File: src/rtl/noc_pkg.sv
// Shared NoC definitions: flit encodings, FIFO sizing and the NI packetizer state type.
// Also intended for reuse by the switch controller and the ni_depacketizer.
package noc_pkg;

    localparam int FLIT_W   = 8;
    localparam int NODE_W   = 2;
    localparam int FIFO_AW  = 3;
    localparam int FIFO_DEPTH = 1 << FIFO_AW;

    localparam logic [5:0]        HEAD_TAG  = 6'b101111;
    localparam logic [FLIT_W-1:0] TRAILER   = 8'hFF;
    localparam logic [FLIT_W-1:0] IDLE_FLIT = 8'h00;
    localparam logic [FLIT_W-1:0] SUB_BYTE  = 8'hFE;

    typedef enum logic [2:0] {
        ST_IDLE,
        ST_LOAD,
        ST_WAIT_FREE,
        ST_HEAD,
        ST_BODY,
        ST_TRAILER,
        ST_GAP
    } ni_state_t;

    function automatic logic [FLIT_W-1:0] head_flit(input logic [NODE_W-1:0] node);
        return {HEAD_TAG, node};
    endfunction

    // Payload bytes that would collide with the idle or trailer codes on the link.
    function automatic logic reserved_byte(input logic [FLIT_W-1:0] b);
        return (b == IDLE_FLIT) || (b == TRAILER);
    endfunction

endpackage

File: src/rtl/ni_fifo.sv
// 8-entry payload FIFO with first-word fall-through read data.
// Guards its own pointers: pushes when full and pops when empty are dropped.
module ni_fifo
    import noc_pkg::*;
(
    input  logic              clk,
    input  logic              rst,
    input  logic              push,
    input  logic [FLIT_W-1:0] wdata,
    input  logic              pop,
    output logic [FLIT_W-1:0] rdata,
    output logic              full,
    output logic              empty,
    output logic [FIFO_AW:0]  count
);

    logic [FLIT_W-1:0]  mem [FIFO_DEPTH];
    logic [FIFO_AW-1:0] wr_ptr;
    logic [FIFO_AW-1:0] rd_ptr;
    logic               do_push;
    logic               do_pop;

    assign full    = count[FIFO_AW];
    assign empty   = (count == '0);
    assign do_push = push && !full;
    assign do_pop  = pop && !empty;
    assign rdata   = mem[rd_ptr];

    always_ff @(posedge clk or negedge rst) begin
        if (!rst) begin
            wr_ptr <= '0;
            rd_ptr <= '0;
            count  <= '0;
        end else begin
            if (do_push) wr_ptr <= wr_ptr + FIFO_AW'(1);
            if (do_pop)  rd_ptr <= rd_ptr + FIFO_AW'(1);
            count <= count + (FIFO_AW+1)'(do_push) - (FIFO_AW+1)'(do_pop);
        end
    end

    // Storage needs no reset; the pointers define what is valid.
    always_ff @(posedge clk) begin
        if (do_push) mem[wr_ptr] <= wdata;
    end

endmodule

File: src/rtl/ni_packetizer.sv
// Network-interface packetizer: buffers a core payload, waits for an injection grant,
// then emits head, body and trailer flits back to back followed by one idle gap cycle.
module ni_packetizer
    import noc_pkg::*;
(
    input  logic              clk,
    input  logic              rst,
    input  logic              start,
    input  logic [NODE_W-1:0] dest,
    input  logic [2:0]        len,
    input  logic [FLIT_W-1:0] data_in,
    input  logic              data_valid,
    input  logic              free,
    output logic              start_ready,
    output logic              data_ready,
    output logic [FLIT_W-1:0] flit_out,
    output logic              busy,
    output logic              pkt_sent,
    output logic              err_illegal
);

    ni_state_t         state;
    logic [NODE_W-1:0] dest_q;
    logic [3:0]        len_q;
    logic [3:0]        sent_cnt;

    logic              push;
    logic              pop;
    logic              bad_byte;
    logic [FLIT_W-1:0] fifo_wdata;
    logic [FLIT_W-1:0] fifo_rdata;
    logic              fifo_full;
    logic              fifo_empty;
    logic [FIFO_AW:0]  fifo_count;

    assign bad_byte   = reserved_byte(data_in);
    assign fifo_wdata = bad_byte ? SUB_BYTE : data_in;
    assign push       = (state == ST_LOAD) && data_valid && data_ready && !fifo_full;
    // The FIFO is read while the flit register loads the next body byte.
    assign pop        = ((state == ST_HEAD) || ((state == ST_BODY) && (sent_cnt != len_q)))
                        && !fifo_empty;

    ni_fifo u_fifo (
        .clk   (clk),
        .rst   (rst),
        .push  (push),
        .wdata (fifo_wdata),
        .pop   (pop),
        .rdata (fifo_rdata),
        .full  (fifo_full),
        .empty (fifo_empty),
        .count (fifo_count)
    );

    // flit_out is loaded on the same edge that enters a state, so it always
    // shows the flit belonging to the current state.
    always_ff @(posedge clk or negedge rst) begin
        if (!rst) begin
            state       <= ST_IDLE;
            dest_q      <= '0;
            len_q       <= '0;
            sent_cnt    <= '0;
            flit_out    <= IDLE_FLIT;
            start_ready <= 1'b0;
            data_ready  <= 1'b0;
            busy        <= 1'b0;
            pkt_sent    <= 1'b0;
            err_illegal <= 1'b0;
        end else begin
            pkt_sent <= 1'b0;
            if (push && bad_byte) err_illegal <= 1'b1;

            case (state)
                ST_IDLE: begin
                    if (start_ready && start) begin
                        dest_q      <= dest;
                        len_q       <= (len == 3'd0) ? 4'd8 : {1'b0, len};
                        state       <= ST_LOAD;
                        start_ready <= 1'b0;
                        data_ready  <= 1'b1;
                        busy        <= 1'b1;
                    end else begin
                        start_ready <= 1'b1;
                    end
                end
                ST_LOAD: begin
                    if (push && ((fifo_count + 4'd1) == len_q)) begin
                        state      <= ST_WAIT_FREE;
                        data_ready <= 1'b0;
                    end
                end
                ST_WAIT_FREE: begin
                    if (free) begin
                        state    <= ST_HEAD;
                        flit_out <= head_flit(dest_q);
                    end
                end
                ST_HEAD: begin
                    state    <= ST_BODY;
                    flit_out <= fifo_rdata;
                    sent_cnt <= 4'd1;
                end
                ST_BODY: begin
                    if (sent_cnt == len_q) begin
                        state    <= ST_TRAILER;
                        flit_out <= TRAILER;
                    end else begin
                        flit_out <= fifo_rdata;
                        sent_cnt <= sent_cnt + 4'd1;
                    end
                end
                ST_TRAILER: begin
                    state    <= ST_GAP;
                    flit_out <= IDLE_FLIT;
                    pkt_sent <= 1'b1;
                end
                ST_GAP: begin
                    state       <= ST_IDLE;
                    start_ready <= 1'b1;
                    busy        <= 1'b0;
                end
                default: begin
                    state    <= ST_IDLE;
                    flit_out <= IDLE_FLIT;
                end
            endcase
        end
    end

endmodule

File: config.mk
export PLATFORM = sky130hd
export DESIGN_NAME = ni_packetizer
export DESIGN_NICKNAME = d
export VERILOG_FILES = /design/src/rtl/noc_pkg.sv /design/src/rtl/ni_fifo.sv /design/src/rtl/ni_packetizer.sv
export SDC_FILE = /design/constraint.sdc
export NUM_CORES = 1
export LEC_CHECK = 0
export BUFFER_PORTS_ARGS = -buffer_cell sky130_fd_sc_hd__buf_2
export CAP_MARGIN = 20
export CELL_PAD_IN_SITES_DETAIL_PLACEMENT = 1
export CELL_PAD_IN_SITES_GLOBAL_PLACEMENT = 2
export CORE_ASPECT_RATIO = 2
export CORE_MARGIN = 2
export CORE_UTILIZATION = 49
export CTS_BUF_LIST = sky130_fd_sc_hd__clkbuf_8
export DETAILED_ROUTE_END_ITERATION = 16
export GPL_ROUTABILITY_DRIVEN = 0
export PLACE_DENSITY = 0.95
export SYNTH_ARGS = -nofsm -noshare
export SYNTH_HDL_FRONTEND = slang
export SYNTH_SLANG_ARGS = --single-unit
File: constraint.sdc
create_clock -name clk -period 6.25 [get_ports clk]
set_input_delay 1.25 -clock clk [delete_from_list [all_inputs] [get_ports clk]]
set_output_delay 1.25 -clock clk [all_outputs]
set_load 0.05 [all_outputs]
==> summary by stage <==
Status
The flow ran to the end, and the final reports show no timing, DRC or antenna violations.

Critical path
Along the worst path, the maximum fanout reaches 21. The critical path is of the flop to flop type. At the worst endpoint, the arrival time is between 3000 and 4000 ps. The worst flop-to-flop path startpoint is state[0]$_DFFE_PN0P_.

The critical path goes through or3b_4 -> a41oi_4 -> o21ai_2 -> inv_1 -> ha_1 -> inv_1 -> ha_1 -> a21o_1 -> a21oi_1 -> xor2_1. The highest-delay cell along the critical path is sky130_fd_sc_hd__dfrtp_1. The critical path capture point type is a flop. The capture point of the worst reg-to-reg path is u_fifo.count[3]$_DFF_PN0_. The number of cells on the worst reg-to-reg path is 10. The data required time of the worst path is roughly 6500 ps.

Across all register-to-register paths, the minimum setup slack is roughly 3500 ps. For this run, the slowest stage of the critical path takes 620 ps. The startpoint kind of the worst setup timing path is a flop.

CTS
Hold repair after CTS inserted 0 buffers. Clock tree synthesis inserted a total of 9 buffers. TritonCTS built the clock tree.

The clock transition at the registers of the reported paths is roughly 100 ps. The clock passes through at most 2 buffers. In this run the number of H-tree levels came out at 3. CTS placed an instance of sky130_fd_sc_hd__clkbuf_8 at the clock tree root.

The clock latency reported for the late side of the worst-skew pair is 370 ps. CTS saw 100 sinks. The total of cells resized after clock tree synthesis is 0.

The number of buffers added for setup after CTS is 0.

Logic synthesis
Summing every instance area after synthesis gives ~4500 um^2. For this run, the leading register cell type out of synthesis is sky130_fd_sc_hd__edfxtp_1. Averaged over all synthesized cells, the footprint is about 15 um^2. Of all flip-flops after synthesis, the portion carrying an async set or reset was 36.0%. Of all cell types, the one taking the most synthesized area is sky130_fd_sc_hd__edfxtp_1.

Counting flops with a built-in enable in the synthesized netlist gives 64. The area share of the leading cell type in the synthesized netlist is between 40% and 50%. The count of mapped cells out of synthesis is between 300 and 400. The number of distinct library cell variants in the gate-level netlist after synthesis is 49.

The synthesized net count is about 330. The sequential cell area fraction in the yosys report is a little over three fifths. The total number of yosys warnings is 0. The synthesized flop and latch total is 100. After synthesis, the cell types taking the most area are sky130_fd_sc_hd__edfxtp_1, sky130_fd_sc_hd__dfrtp_1, sky130_fd_sc_hd__ha_1.

Power
For this design the ratio of total power to cell area is approximately 460 nW/um^2. The worst-case vdd ir drop is between 200 and 250 uV. The cell leakage power is roughly 1.9 nW.

Timing
Setup repair after global routing left no endpoint under its margin. The worst-margin pin slew is ~840 ps. The worst path uses about 45% of the clock period.

The tightest hold path in the finished design has a slack of approximately 500 ps. The final setup slack of the worst path is between 3000 and 4000 ps. After layout, the minimum clock period comes to roughly 2800 ps.

The setup clock skew after layout is around 12 ps. Setup total negative slack on the finished layout was measured at 0 ps. The maximum operating frequency is between 300 and 400 MHz. Setup violations remaining at the end of the flow were counted as 0. The relative slew slack is 43.3%. The final number of max-transition violations came to 0. The final number of hold-violating endpoints came to 0.

Floorplanning
Measured along the x axis, the die boundary spans 71.6 um. The number of placement rows is 49. The effective utilization at floorplan is between 40% and 50%. The number of primary I/O pins is 31. Measured along the y axis, the die boundary spans 139 um. The standard cell core area is just under 9000 um^2. The die outline area is approximately 10000 um^2.

Job
The number of max-capacitance violations reported is 0.

Route
The first detailed-routing pass took 4 iterations. In this run, the number of DRC markers left after iteration 0 of detailed routing was approximately 110. After detailed routing, the average wire length per cell comes to 20.1 um. Across all layers, the routed design uses 2,624 vias. After detailed routing, the number of remaining DRC violations is 0.

The total wirelength of the detailed-routed design is around 9000 um. The remaining number of nets flagged by the antenna check after routing is 0. The via density per instance is 5.88.

GRT
The pin count of the biggest net entering global routing is 37. The via count of the first global-routing pass came to 2,782. The number of antenna violations at the first check in global routing is 0.

The first global-routing pass estimated around 15,000 um of wire. The combined global-route utilization of all metal layers is about a fifth. Global routing finished with a remaining overflow of 0.

Hold path
The classification of the worst-slack hold path is flop to flop. The worst hold path stage count is 1. The destination of the worst hold path is err_illegal$_DFFE_PN0P_. The startpoint of the worst hold path is err_illegal$_DFFE_PN0P_.

Final layout
The most frequent standard cell in the layout excluding fill and tap cells is sky130_fd_sc_hd__edfxtp_1. In the layout the commonest cells are sky130_fd_sc_hd__edfxtp_1, sky130_fd_sc_hd__dfrtp_1, sky130_fd_sc_hd__buf_2, sky130_fd_sc_hd__nand2_1, sky130_fd_sc_hd__nor2_1. The final-layout fill cell count is ~870.

The post-route netlist has between 20% and 30% of its cells at a drive strength greater than 1. The area overhead of the layout relative to synthesis is 10.6%. Summing all non-filler instances in the final layout gives an area of 4950 um^2. The final net count is 369. 0 antenna diodes ended up in the layout.

Placement
The area after detailed placement is approximately 4700 um^2. The half-perimeter wire length after detailed placement is 6770 um. Port buffering added 30 buffers. The worst slack at placement is slightly above 3000 ps.
how the worst max path moves through the flow:
| stage | start | endpoint | cells past startpoint |
|---|---|---|---|
| 6_report | state[0]$_DFFE_PN0P_ | u_fifo.count[3]$_DFF_PN0_ | 10 |
| 3_3_place_gp | data_valid | u_fifo.mem[1][4]$_DFFE_PP_ | 5 |
| 2_1_floorplan | data_valid | u_fifo.mem[1][0]$_DFFE_PP_ | 4 |
| 5_1_grt | state[0]$_DFFE_PN0P_ | u_fifo.count[3]$_DFF_PN0_ | 10 |
| 4_1_cts | state[0]$_DFFE_PN0P_ | u_fifo.mem[1][5]$_DFFE_PP_ | 5 |
| 3_5_place_dp | data_valid | u_fifo.mem[1][2]$_DFFE_PP_ | 5 |
cells in the mapped netlist, drive strengths merged, types with 2 or more instances:
master	number
nor4	3
xnor2	13
o21bai	3
dfrtp	36
nor2	15
mux4	11
nand4	5
xor2	3
clkbuf	3
buf	8
o211ai	12
and2	2
edfxtp	64
a21oi	7
mux2i	13
inv	12
mux2	9
nand2b	9
a22oi	6
nand2	17
ha	11
nand3	6
a2bb2oi	2
nor2b	4
o21ai	8
nor3	7
a32oi	3
layer usage:
metal  routed length, um  vias to the layer above  global-route usage [%]
met3                 233                       11                    3.49
met5                   0                        -                       0
met4                 167                        0                    7.65
li1                    -                     1222                       -
met2                5150                       40                    35.8
met1                3430                     1351                    21.6
critical path, delay by kind of cell (launching register included):
family,cells,cell delay [ps]
fa+ha+maj,2,430
simple gates,1,500
buf+inv,2,180
xor+xnor,1,190
flops,1,620
compound gates,4,790
through the flow:
step / total power [mW] / utilization (%) / instances
floorplan: 1.65 / - / 304
global placement: 1.80 / 52.4 / 426
detailed placement: 1.85 / 52.4 / 426
CTS: 2.27 / 54.7 / 442
global route: 2.41 / 55.3 / 446
finish: 2.27 / 55.3 / 446
state kept, by name (all words and copies together), names as in the netlist:
register / count
busy: 1
data_ready: 1
dest_q: 2
err_illegal: 1
flit_out: 8
len_q: 4
pkt_sent: 1
sent_cnt: 4
start_ready: 1
state: 3
u_fifo.count: 4
u_fifo.mem: 64
u_fifo.rd_ptr: 3
u_fifo.wr_ptr: 3
power breakdown:
part	switching [mW]	internal (mW)
Clock	0.236	0.192
Combinational	0.470	0.375
Sequential	0.171	0.826
Total	0.877	1.39
kinds of logic after synthesis:
family / Yosys count / share of synthesized area (%)
AND/OR/NAND/NOR: 71 / 8.23
buffers and inverters: 23 / 2.49
flip-flops: 100 / 63.1
XOR/XNOR: 16 / 3.13
adder cells (fa/ha/maj): 12 / 3.53
multiplexers: 33 / 11.2
AO/OA/AOI/OAI: 49 / 8.28
final cells by class:
class                      count  area [um^2]  share of cell area, %
timing repair buffer          35          200                   4.05
sequential                   100         2820                   57.1
multi-input combinational    181         1540                   31.2
clock buffer                   9          124                   2.50
inverter                      12         45.0                  0.910
clock inverter                 7         85.1                   1.72
tap                          102          128                   2.58
No activity file was read; power rests on OpenSTA's default activity.
